[config.mk]
export PLATFORM = sky130hd
export DESIGN_NAME = axistream_snooper
export DESIGN_NICKNAME = d
export VERILOG_FILES = /design/src/rtl/axistream_snooper.sv
export SDC_FILE = /design/constraint.sdc
export NUM_CORES = 1
export LEC_CHECK = 0
export CORE_MARGIN = 3
export CORE_UTILIZATION = 25
export CTS_CLUSTER_SIZE = 16
export DETAILED_ROUTE_END_ITERATION = 8
export GPL_TIMING_DRIVEN = 0
export PLACE_DENSITY_LB_ADDON = 0.15
export SLEW_MARGIN = 15
export SYNTH_ARGS = -nofsm -noshare
export SYNTH_HDL_FRONTEND = slang
export SYNTH_SLANG_ARGS = --single-unit
[constraint.sdc]
create_clock -name clk -period 6.8 [get_ports clk]
set_clock_uncertainty 0.15 [all_clocks]
set_input_delay 1.36 -clock clk [delete_from_list [all_inputs] [get_ports clk]]
set_output_delay 1.36 -clock clk [all_outputs]
set_load 0.005 [all_outputs]
[src/rtl/axistream_snooper.sv]
// AXI Stream receive snooper: writes each incoming packet into a packetmem buffer,
// reports final flit address / byte length, and truncates packets that overflow.
module axistream_snooper #(
   parameter int ADDR_WIDTH = 10
) (
   input  logic                    clk,
   input  logic                    rst,
   input  logic [63:0]             TDATA,
   input  logic [7:0]              TKEEP,
   input  logic                    TVALID,
   input  logic                    TLAST,
   output logic                    TREADY,
   output logic [ADDR_WIDTH-1:0]   snooper_wr_addr,
   output logic [63:0]             snooper_wr_data,
   output logic                    snooper_wr_en,
   output logic                    snooper_done,
   output logic [ADDR_WIDTH-1:0]   len_from_snooper,
   output logic [ADDR_WIDTH+2:0]   byte_len_from_snooper,
   output logic                    snooper_overflow,
   input  logic                    ready_for_snooper
);

   typedef enum logic [1:0] {IDLE, RECV, DROP} state_t;

   localparam logic [ADDR_WIDTH-1:0] LAST_ADDR  = {{(ADDR_WIDTH-1){1'b1}}, 1'b0};
   localparam logic [ADDR_WIDTH+2:0] FULL_BYTES = {1'b1, {(ADDR_WIDTH+2){1'b0}}};

   state_t                  state;
   logic [ADDR_WIDTH-1:0]   addr;
   logic [ADDR_WIDTH+2:0]   byte_cnt;
   logic                    hs;

   function automatic logic [3:0] popcount8(input logic [7:0] v);
      logic [3:0] c;
      c = '0;
      for (int i = 0; i < 8; i++) c = c + {3'b000, v[i]};
      return c;
   endfunction

   assign TREADY = (state == RECV && ready_for_snooper) || state == DROP;
   assign hs     = TVALID && TREADY;

   always_ff @(posedge clk or posedge rst) begin
      if (rst) begin
         state                 <= IDLE;
         addr                  <= '0;
         byte_cnt              <= '0;
         snooper_wr_en         <= 1'b0;
         snooper_wr_addr       <= '0;
         snooper_wr_data       <= '0;
         snooper_done          <= 1'b0;
         len_from_snooper      <= '0;
         byte_len_from_snooper <= '0;
         snooper_overflow      <= 1'b0;
      end else begin
         snooper_wr_en <= 1'b0;
         snooper_done  <= 1'b0;
         case (state)
            IDLE: begin
               addr     <= '0;
               byte_cnt <= '0;
               if (ready_for_snooper) state <= RECV;
            end
            RECV: begin
               if (hs) begin
                  snooper_wr_en   <= 1'b1;
                  snooper_wr_addr <= addr;
                  snooper_wr_data <= TDATA;
                  if (TLAST) begin
                     snooper_done          <= 1'b1;
                     len_from_snooper      <= addr;
                     byte_len_from_snooper <= byte_cnt + (ADDR_WIDTH+3)'(popcount8(TKEEP));
                     snooper_overflow      <= 1'b0;
                     state                 <= IDLE;
                  end else if (addr == LAST_ADDR) begin
                     // buffer is now full; swallow the rest of the packet
                     state <= DROP;
                  end else begin
                     addr     <= addr + ADDR_WIDTH'(2);
                     byte_cnt <= byte_cnt + (ADDR_WIDTH+3)'(8);
                  end
               end
            end
            DROP: begin
               if (hs && TLAST) begin
                  snooper_done          <= 1'b1;
                  len_from_snooper      <= LAST_ADDR;
                  byte_len_from_snooper <= FULL_BYTES;
                  snooper_overflow      <= 1'b1;
                  state                 <= IDLE;
               end
            end
            default: state <= IDLE;
         endcase
      end
   end

endmodule

* After elaboration in Yosys (flattened, before gate mapping)
Index checks and enable logic that the tools add are counted.
** Storage, ports and cells
- Flip-flop bits (word level) :: 125
- Input port bits :: 77
- Output and inout bits :: 101
** Operators by class
- Eq/ne operators :: 10
- Multiplexer cells :: 32
- Add/sub/neg operators :: 10
- Reduce and logical (&&, ||, !) cells :: 11
** Operators by type and width (count)
- $mux 13 :: 6
- $mux 10 :: 6
- $pmux 13 s2 :: 2
- $pmux 10 s2 :: 2
- $add 4x1->4 :: 4
- $add 13x4->13 :: 1
- $add 13x4->13 const B :: 1
- $reduce_and 4->1 :: 3
- $add 10x2->10 const B :: 1
- $eq 10x10->1 const B :: 1
- $mux 2 :: 5
- $ne 2x2->1 const B :: 5
- $mux 1 :: 8
- $pmux 2 s3 :: 1
- $add 3x1->4 :: 1
- $pmux 1 s2 :: 2
- $reduce_bool 2->1 :: 2
- $add 2x1->3 :: 1
- $logic_and 1x1->1 :: 3
- $ne 3x2->1 const B :: 1
- $add 1x1->2 :: 1
- $eq 2x1->1 const B :: 1
- $eq 2x2->1 const B :: 1
- $logic_not 2->1 :: 1
- other kinds (3) :: 3

* Longest topological paths before layout
Gate-level depths: netlist of run 1.
- Depth after elaboration :: 11
- Mapped depth :: 11

* Least setup slack after synthesis of run 1
No wires, ideal clock.
- Path kind :: in2reg
- Start point :: input port TKEEP[0]
- End point :: register byte_len_from_snooper[8]
- Data arrival time :: 4.167 ns
- Path buffers :: 0
- Data required time :: 6.555 ns
- Library setup time :: 0.095 ns
- Stages :: 11
- Setup slack :: 2.387 ns
- Cell sequence :: fa_1 -> ha_1 -> inv_1 -> fa_1 -> fa_1 -> fa_1 -> nor2b_1 -> o21ai_0 -> a21boi_0 -> xnor2_1 -> o31ai_1
** On the way
- Word-level cells in the longest chain between the ends :: 11
** Ends and longest elaborated chain
- start, declared :: line 9 : input logic [7:0] TKEEP,
- $add 1x1->2 :: line 36 : for (int i = 0; i < 8; i++) c = c + {3'b000, v[i]};
- $add 2x1->3 :: line 36
- $add 3x1->4 :: line 36
- $add 4x1->4 (4 in a row) :: line 36
- $add 13x4->13 :: line 72 : byte_len_from_snooper <= byte_cnt + (ADDR_WIDTH+3)'(popcount8(TKEEP));
- $mux 13 :: line 69 : if (TLAST) begin
- $mux 13 :: line 65 : if (hs) begin
- $pmux 13 s2 :: line 58 : case (state)
- end signal, assigned :: line 72
- end, declared :: line 18 : output logic [ADDR_WIDTH+2:0] byte_len_from_snooper,
No other way between the ends. The select of a mux whose other input is x is not followed.
A chain may end at the register's enable or synchronous reset.

* Final worst setup path of run 1
- Start point :: input port TKEEP[1]
- End point :: register byte_len_from_snooper[8]
The elaborated chain is that of the path after synthesis.

==> results_dict.tcl, run 1 <==
set metrics [dict create \
    cp.required_ns 6.96 \
    finalCriticalPeriod_ns 4.79 \
    pwr_density_cell_mw_per_mm2 390 \
    cts_root_buffer "clkbuf_16" \
    grt_util_all_layers_pct 12.6 \
    synth-main-ff-cell "dfrtp_1" \
    antenna_found_initial 0 \
    cts_buffers 17 \
    ir_drop_mv 0.141 \
    die_w_um 153 \
    cp-start-kind "input port" \
    clkSinkCount 120 \
    cts_setup_buffers 0 \
    routedWlPerCell_um 16.0 \
    cts_tree "yes" \
    finalSetupTns_ns 0 \
    rows 52 \
    die_h_um 153 \
    via_per_inst 4.44 \
    h-tree-depth 4 \
    min_path_type "flop to flop" \
    synthToLayoutAreaGrowth_pct 53.1 \
    grt_pass1_vias 4269 \
    syn-cell-area_sq_mm 0.00537 \
    start_util_pct 25.9 \
    drt-total-wl_um 14500 \
    dpl_worst_slack_ns 1.61 \
    avgSynthCellArea_sq_um 12.6 \
    worst_slew_pin_slew_ns 0.544 \
    final_cell_count_no_fill 906 \
    path_clk_slew_ns 0.06 \
    multi_input_area_sq_mm 0.00215 \
    final_cell_mix "clkdlybuf4s50_1, dfrtp_1, mux2_2" \
    grt_pass1_wl_um 23400 \
    synth-seq-area-share_pct 56.0 \
    cts_hold_buf 0 \
    drt_pre_antenna_iters 4 \
    drive_gt1_share_pct 20.9 \
    synth_cells 425 \
    maxCapViolCount 0 \
    dp_hpwl_um 10900 \
    yosysWarnings 0 \
    ant_nets 0 \
    via_count 4020 \
    num-nets-final 715 \
    fmax_mhz 209 \
    arrival_ns 4.95 \
    core_sq_mm 0.0207 \
    clk_latency_ns 0.41 \
    post-route-period-util_pct 70.4 \
    grt-ovfl-total 0 \
    setup_viol 0 \
    power_leakage_nw 3.51 \
    slew-limit-headroom_pct 63.4 \
    io_buffer_count 176 \
    die_area_sq_mm 0.0233 \
    critical_path_peak_fanout 5 \
    status "complete, no violations" \
    rsz0062_at_grt "no" \
    yosys.cell_types.count 47 \
    final_common_cell "clkdlybuf4s50_1" \
    ioPinCount 178 \
    end_kind "flop" \
    place_congestion 0.793 \
    drc_errors 0 \
    path_class "input port to flop" \
    post_cts_resized 0 \
    synth_enable_flop_cells 0 \
    ys_ff_latch 120 \
    seqCellArea_sq_mm 0.00300 \
    synthArstFlopShare_pct 100 \
    insertedDiodeCount 0 \
    total_power_mw 3.21 \
    drt_iter0_markers 194 \
    final_max_slew_viol_count 0 \
    grt_max_degree 78 \
    hold_violations 0 \
    cts_max_path_buffers 2 \
    dp.cells 874 \
    setup_ws_ns 2.01 \
    n_fill_cell 1957 \
]
==> per-stage QoR <==
step | util [%] | instance area, sq um | hold WS (ns)
2_1_floorplan | - | 5370 | 0.313
3_3_place_gp | 36.1 | 7470 | 0.312
3_5_place_dp | 36.3 | 7510 | 0.321
4_1_cts | 39.7 | 8220 | 0.333
5_1_grt | 39.7 | 8220 | 0.359
6_report | 39.7 | 8220 | 0.326
==> Yosys cell counts (3+ instances only) <==
| cell type | n | area, sq um |
|---|---|---|
| xnor2_1 | 9 | 78.8 |
| nand2_1 | 34 | 128 |
| inv_1 | 15 | 56.3 |
| and2_1 | 4 | 25.0 |
| dfrtp_1 | 120 | 3000 |
| buf_6 | 7 | 78.8 |
| nor2b_1 | 3 | 18.8 |
| a21oi_1 | 22 | 110 |
| fa_1 | 4 | 80.1 |
| a22o_1 | 6 | 52.6 |
| nand4_1 | 6 | 37.5 |
| buf_4 | 4 | 30.0 |
| mux2i_1 | 8 | 80.1 |
| ha_1 | 11 | 138 |
| clkbuf_1 | 5 | 18.8 |
| mux2_2 | 74 | 833 |
| o31ai_1 | 5 | 37.5 |
| nor2_1 | 10 | 37.5 |
| o211ai_1 | 3 | 22.5 |
| and3_1 | 5 | 31.3 |
| nand3_1 | 12 | 60.1 |
| nor3_1 | 3 | 15.0 |
| a31oi_1 | 4 | 25.0 |
| o21ai_0 | 18 | 90.1 |
| buf_2 | 6 | 30.0 |
==> report_power, final <==
group	internal (mW)	switching [mW]	leakage, nW	total [mW]
clock network	0.755	0.323	0.344	1.08
logic	0.674	0.367	1.63	1.04
registers	0.956	0.133	1.53	1.09
total	2.38	0.822	3.51	3.21
==> path summary, 6_finish.rpt <==
path | startpoint | to | slack (ns) | depth (start not counted)
min in group asynchronous | rst | snooper_wr_data[37] | 1.20 | 2
worst min-delay path | len_from_snooper[9] | len_from_snooper[9] | 0.33 | 2
worst max register to register | state[0] | snooper_wr_data[32] | 4.38 | 9
max in group asynchronous | rst | byte_cnt[4] | 4.58 | 3
worst min register to register | len_from_snooper[9] | len_from_snooper[9] | 0.33 | 2
worst max-delay path | TKEEP[1] | byte_len_from_snooper[8] | 2.01 | 12
==> routing by layer <==
layer | vias to the layer above | track usage [%] | routed length (um)
met2 | 147 | 20.4 | 6820
met4 | 0 | 3.82 | 209
met3 | 18 | 3.64 | 846
met1 | 1952 | 16.4 | 6620
li1 | 1903 | - | -
met5 | - | 0 | 0
==> registers in the layout (all words and copies together), names as in the netlist <==
register               count
addr                       9
byte_cnt                  10
snooper_wr_addr            9
snooper_overflow           1
snooper_wr_data           64
snooper_wr_en              1
state                      2
byte_len_from_snooper     13
len_from_snooper          10
snooper_done               1
==> critical path, cell delays in order <==
cell             delay [ns]
clkdlybuf4s50_1        0.49
fa_1                   0.45
ha_1                   0.30
inv_1                  0.05
fa_1                   0.45
fa_1                   0.44
fa_1                   0.42
nor2b_1                0.19
o21ai_0                0.23
a21boi_0               0.28
xnor2_1                0.09
o31ai_1                0.20
==> kinds of logic after synthesis <==
| logic type | after synthesis | share of synthesized area [%] |
|---|---|---|
| AOI/OAI and AO/OA | 70 | 8.18 |
| xor gates and xnor gates | 10 | 1.63 |
| adders and majority gates | 15 | 4.06 |
| buffers and inverters | 38 | 4.06 |
| DFF | 120 | 56.0 |
| muxes | 82 | 17.0 |
| other | 1 | 0.0699 |
| and+or+nand+nor | 89 | 9.02 |
==> final cells by class <==
| cell class | count | area share, % |
|---|---|---|
| buffer | 22 | 1.92 |
| clock buffer | 21 | 5.73 |
| clock inverter | 11 | 2.92 |
| inverter | 16 | 0.792 |
| multi-input combinational | 269 | 26.2 |
| sequential | 120 | 36.5 |
| tap | 270 | 4.11 |
| timing repair buffer | 177 | 21.8 |
Power figures use the tool's default switching activity.
==> run 2, diff against run 1 <==
==> constraint.sdc (replaced) <==
create_clock -name clk -period 4.5 [get_ports clk]
set_clock_uncertainty 0.15 [all_clocks]
set_input_delay 0.9 -clock clk [delete_from_list [all_inputs] [get_ports clk]]
set_output_delay 0.9 -clock clk [all_outputs]
set_load 0.005 [all_outputs]
==> run 2 against run 1 <==
Effect of this change:
- die area unchanged
- total power up 51%
- non-clock buffer count unchanged
- sequential power increased by 50%
- register-to-register slack got worse by 2.3 ns
- worst hold slack about the same
- clock power increased by 51%
- final cell count is the same
- first-iteration DRC count is 0.52% lower
- core utilization did not move
- sequential share of layout area unchanged
- count of clock-buffer cells in the layout unchanged
- critical path type unchanged
==> results_dict.tcl, run 2 (same netlist as run 1, synthesis figures left out) <==
set metrics [dict create \
    status "complete, no violations" \
    h-tree-depth 4 \
    post-route-period-util_pct 94.2 \
    hold_violations 0 \
    ioPinCount 178 \
    place_congestion 0.793 \
    rows 52 \
    regMostFlops "snooper_wr_data" \
    cts_hold_buf 0 \
    pwr-share-comb_pct 32.5 \
    via_per_inst 4.44 \
    io_buffer_count 176 \
    cp.required_ns 4.66 \
    ir_drop_mv 0.213 \
    post_cts_resized 0 \
    fmax_mhz 236 \
    cts_tree "yes" \
    finalCriticalPeriod_ns 4.24 \
    drt_iter0_markers 193 \
    final_common_cell "clkdlybuf4s50_1" \
    setup_ws_ns 0.261 \
    cts_setup_buffers 0 \
    rr_worst_depth 9 \
    worst_slew_pin_slew_ns 0.504 \
    grt_pass1_vias 4269 \
    whs_path_depth 2 \
    regToRegStartpoint "state[0]" \
    setup.worst_path.start "TKEEP[1]" \
    p_sw_mw 1.24 \
    grt-ovfl-total 0 \
    core_sq_mm 0.0207 \
    largest_reg_flops 64 \
    num-nets-final 715 \
    finalSetupTns_ns 0 \
    ant_nets 0 \
    final_cell_mix "clkdlybuf4s50_1, dfrtp_1, mux2_2" \
    grt_util_all_layers_pct 12.6 \
    min-delay-start "len_from_snooper[9]" \
    clk_latency_ns 0.41 \
    synthToLayoutAreaGrowth_pct 53.1 \
    cts_buffers 17 \
    pwr-share-seq_pct 33.9 \
    cts_max_path_buffers 2 \
    reg_top3 "snooper_wr_data: 64 flops, byte_len_from_snooper: 13 flops" \
    timing.hold.ws_ns 0.326 \
    min_path_type "flop to flop" \
    clkPwrFrac_pct 33.6 \
    path_clk_slew_ns 0.06 \
    cp-start-kind "input port" \
    end_kind "flop" \
    via_count 4024 \
    insertedDiodeCount 0 \
    drc_errors 0 \
    start_util_pct 25.9 \
    pwr_density_cell_mw_per_mm2 590 \
    routedWlPerCell_um 16.0 \
    die_area_sq_mm 0.0233 \
    arrival_ns 4.40 \
    cts_root_buffer "clkbuf_16" \
    grt_max_degree 78 \
    grt_pass1_wl_um 23400 \
    maxCapViolCount 0 \
    path_class "input port to flop" \
    die_w_um 153 \
    drt-total-wl_um 14500 \
    rsz0062_at_grt "no" \
    dpl_cell_area_sq_mm 0.00751 \
    dpl_worst_slack_ns -0.230 \
    drt_pre_antenna_iters 4 \
    clkSinkCount 120 \
    final_max_slew_viol_count 0 \
    power.internal_mw 3.60 \
    antenna_found_initial 0 \
    slew-limit-headroom_pct 66.4 \
    die_h_um 153 \
    final_area_sq_mm 0.00822 \
    critical_path_peak_fanout 5 \
    total_power_mw 4.85 \
    dp_hpwl_um 10900 \
    power_leakage_nw 3.51 \
    setup_viol 0 \
    switching_share_pct 25.6 \
    drive_gt1_share_pct 20.9 \
]
-- run 2: cell types whose count changed in the layout (fill, tap and decap cells not counted) --
cell / change
o21ai_1: +1
o21ai_0: -1
-- run 2: per-stage QoR --
stage / instances / utilization [%]
after floorplan: 427 / -
after global placement: 873 / 36.1
after detailed placement: 874 / 36.3
after CTS: 906 / 39.7
after global routing: 906 / 39.7
final: 906 / 39.7
-- run 2: power by group through the flow --
stage / clock network (mW) / logic (mW) / registers [mW]
finish: 1.63 / 1.57 / 1.64
global placement: 0 / 1.58 / 1.65
CTS: 1.67 / 1.60 / 1.65
floorplan: 0 / 0.622 / 1.67
detailed placement: 0 / 1.60 / 1.67
global route: 1.72 / 1.70 / 1.70
-- run 2: final timing paths --
check | slack [ns] | to
worst max-delay path | 0.26 | byte_len_from_snooper[8]
worst min register to register | 0.33 | len_from_snooper[9]
worst min-delay path | 0.33 | len_from_snooper[9]
min in group asynchronous | 0.74 | snooper_wr_data[37]
max in group asynchronous | 2.74 | byte_cnt[4]
worst max register to register | 2.08 | snooper_wr_data[32]
-- run 2: layout make-up --
type	count	area [sq um]
Inverter	16	65.1
Fill cell	1957	12500
Buffer	22	158
Tap cell	270	338
Clock buffer	21	470
Sequential cell	120	3000
Clock inverter	11	240
Timing Repair Buffer	177	1790
Multi-Input combinational cell	269	2150
-- run 2: worst max-delay path, cell delays in order --
cell	delay [ns]
clkdlybuf4s50_1	0.49
fa_1	0.45
ha_1	0.30
inv_1	0.05
fa_1	0.45
fa_1	0.44
fa_1	0.42
nor2b_1	0.20
o21ai_1	0.17
a21boi_0	0.25
xnor2_1	0.09
o31ai_1	0.20
-- run 2: per-layer routing --
layer	GRT usage, %	part of all wire [%]	wire [um]	vias up
met5	0	0	0	-
met2	20.4	47	6840	147
met3	3.64	5.9	859	18
met4	3.82	1.4	209	0
li1	-	-	-	1904
met1	16.4	45	6600	1955
==> run 3, diff against run 2 <==
--- a/config.mk
+++ b/config.mk
@@ -5,6 +5,8 @@
 export SDC_FILE = /design/constraint.sdc
 export NUM_CORES = 1
 export LEC_CHECK = 0
+export CELL_PAD_IN_SITES_DETAIL_PLACEMENT = 0
+export CELL_PAD_IN_SITES_GLOBAL_PLACEMENT = 1
 export CORE_MARGIN = 3
 export CORE_UTILIZATION = 25
 export CTS_CLUSTER_SIZE = 16
==> run 3 against run 2 <==
Effect of this change:
- sequential power is essentially flat
- first-iteration DRC count grew 6.7%
- critical path type unchanged
- worst hold slack got worse by 0.0033 ns
- register-to-register slack gained 0.09 ns
- largest power group unchanged
- wire length decreased by 0.13%
==> results_dict.tcl, run 3 (same netlist as run 1, synthesis figures left out) <==
set metrics [dict create \
    post_cts_resized 0 \
    place_congestion 0.758 \
    arrival_ns 4.39 \
    rsz0062_at_grt "no" \
    cts_setup_buffers 0 \
    die_area_sq_mm 0.0233 \
    rows 52 \
    core_sq_mm 0.0207 \
    post-route-period-util_pct 94.8 \
    rr_worst_depth 7 \
    largest_reg_flops 64 \
    via_count 4005 \
    final_max_slew_viol_count 0 \
    via_per_inst 4.43 \
    setup_viol 0 \
    regToRegStartpoint "state[1]" \
    grt_pass1_wl_um 23400 \
    h-tree-depth 4 \
    reg_top3 "snooper_wr_data: 64 flops, byte_len_from_snooper: 13 flops" \
    whs_endpoint "byte_len_from_snooper[1]" \
    cts_tree "yes" \
    grt_pass1_vias 4099 \
    grt_util_all_layers_pct 12.6 \
    die_w_um 153 \
    end_kind "flop" \
    drt_iter0_markers 206 \
    clk_latency_ns 0.41 \
    final_area_sq_mm 0.00805 \
    cp-start-kind "input port" \
    io_buffer_count 176 \
    min-delay-start "byte_len_from_snooper[1]" \
    slew-limit-headroom_pct 63.7 \
    rrSetupSlack_ns 2.17 \
    r2r-end "snooper_wr_data[36]" \
    cp.required_ns 4.63 \
    regMostFlops "snooper_wr_data" \
    ioPinCount 178 \
    total_power_mw 4.48 \
    cts_max_path_buffers 2 \
    critical_path_peak_fanout 5 \
    status "complete, no violations" \
    cts_root_buffer "clkbuf_16" \
    routedWlPerCell_um 16.0 \
    ant_nets 0 \
    num-nets-final 715 \
    antenna_found_initial 0 \
    drt_pre_antenna_iters 4 \
    maxCapViolCount 0 \
    ir_drop_mv 0.198 \
    die_h_um 153 \
    cts_buffers 17 \
    fmax_mhz 234 \
    drive_gt1_share_pct 20.3 \
    min_path_type "flop to flop" \
    grt-ovfl-total 0 \
    pwr_density_cell_mw_per_mm2 557 \
    cts_hold_buf 0 \
    dp_hpwl_um 11000 \
    hold_violations 0 \
    drc_errors 0 \
    dpl_cell_area_sq_mm 0.00751 \
    whs_path_depth 2 \
    final_common_cell "clkdlybuf4s50_1" \
    path_clk_slew_ns 0.05 \
    clkSinkCount 120 \
    start_util_pct 25.9 \
    finalCriticalPeriod_ns 4.27 \
    path_class "input port to flop" \
    synthToLayoutAreaGrowth_pct 50.0 \
    power_leakage_nw 3.43 \
    finalSetupTns_ns 0 \
    worst_slew_pin_slew_ns 0.539 \
    grt_max_degree 69 \
    final_cell_mix "clkdlybuf4s50_1, dfrtp_1, mux2_2" \
    insertedDiodeCount 0 \
    drt-total-wl_um 14500 \
]
[run 3: area by class of cell]
class	instances	area, sq um
Fill cell	2001	12600
Sequential cell	120	3000
Multi-Input combinational cell	269	2150
Timing Repair Buffer	177	1790
Clock buffer	20	437
Tap cell	270	338
Buffer	22	158
Clock inverter	10	106
Inverter	16	65.1
[run 3: where the power goes]
group	switching [mW]	internal, mW	total (mW)
clock network	0.457	0.801	1.26
registers	0.196	1.44	1.64
logic	0.562	1.02	1.58
total	1.22	3.26	4.48
[run 3: per-stage QoR]
step | setup slack [ns] | hold WS, ns | utilization [%] | instances
floorplan | 0.264 | 0.313 | - | 427
global placement | -1.69 | 0.314 | 36.1 | 873
detailed placement | -0.196 | 0.320 | 36.3 | 874
CTS | 0.238 | 0.329 | 38.9 | 904
global route | 0.0851 | 0.351 | 38.9 | 904
finish | 0.235 | 0.323 | 38.9 | 904
[run 3: per-layer routing]
metal	vias to the layer above	share of wire, %	GRT usage (%)
met5	-	0	0
met4	0	1.1	4.20
met3	14	5.1	3.18
met2	123	49	20.5
met1	1969	45	16.6
li1	1899	-	-
[run 3: how the worst max path moves through the flow]
stage	from	endpoint	slack, ns	depth (start not counted)
floorplan	rst	addr[1]	0.26	1
detailed placement	TKEEP[0]	byte_len_from_snooper[12]	-0.20	12
finish	TKEEP[0]	byte_len_from_snooper[12]	0.23	12
global route	TKEEP[0]	byte_len_from_snooper[8]	0.09	12
CTS	TKEEP[0]	byte_len_from_snooper[12]	0.24	12
global placement	rst	snooper_wr_data[61]	-1.69	2
[run 3: worst max-delay path: stages]
cell and delay [ns]:
clkdlybuf4s50_1 0.43, fa_1 0.52, ha_1 0.29, inv_1 0.04
fa_1 0.44, fa_1 0.43, fa_1 0.41, nor2b_1 0.16
o21ai_0 0.21, a21oi_1 0.28, xnor2_1 0.16, a31oi_1 0.10
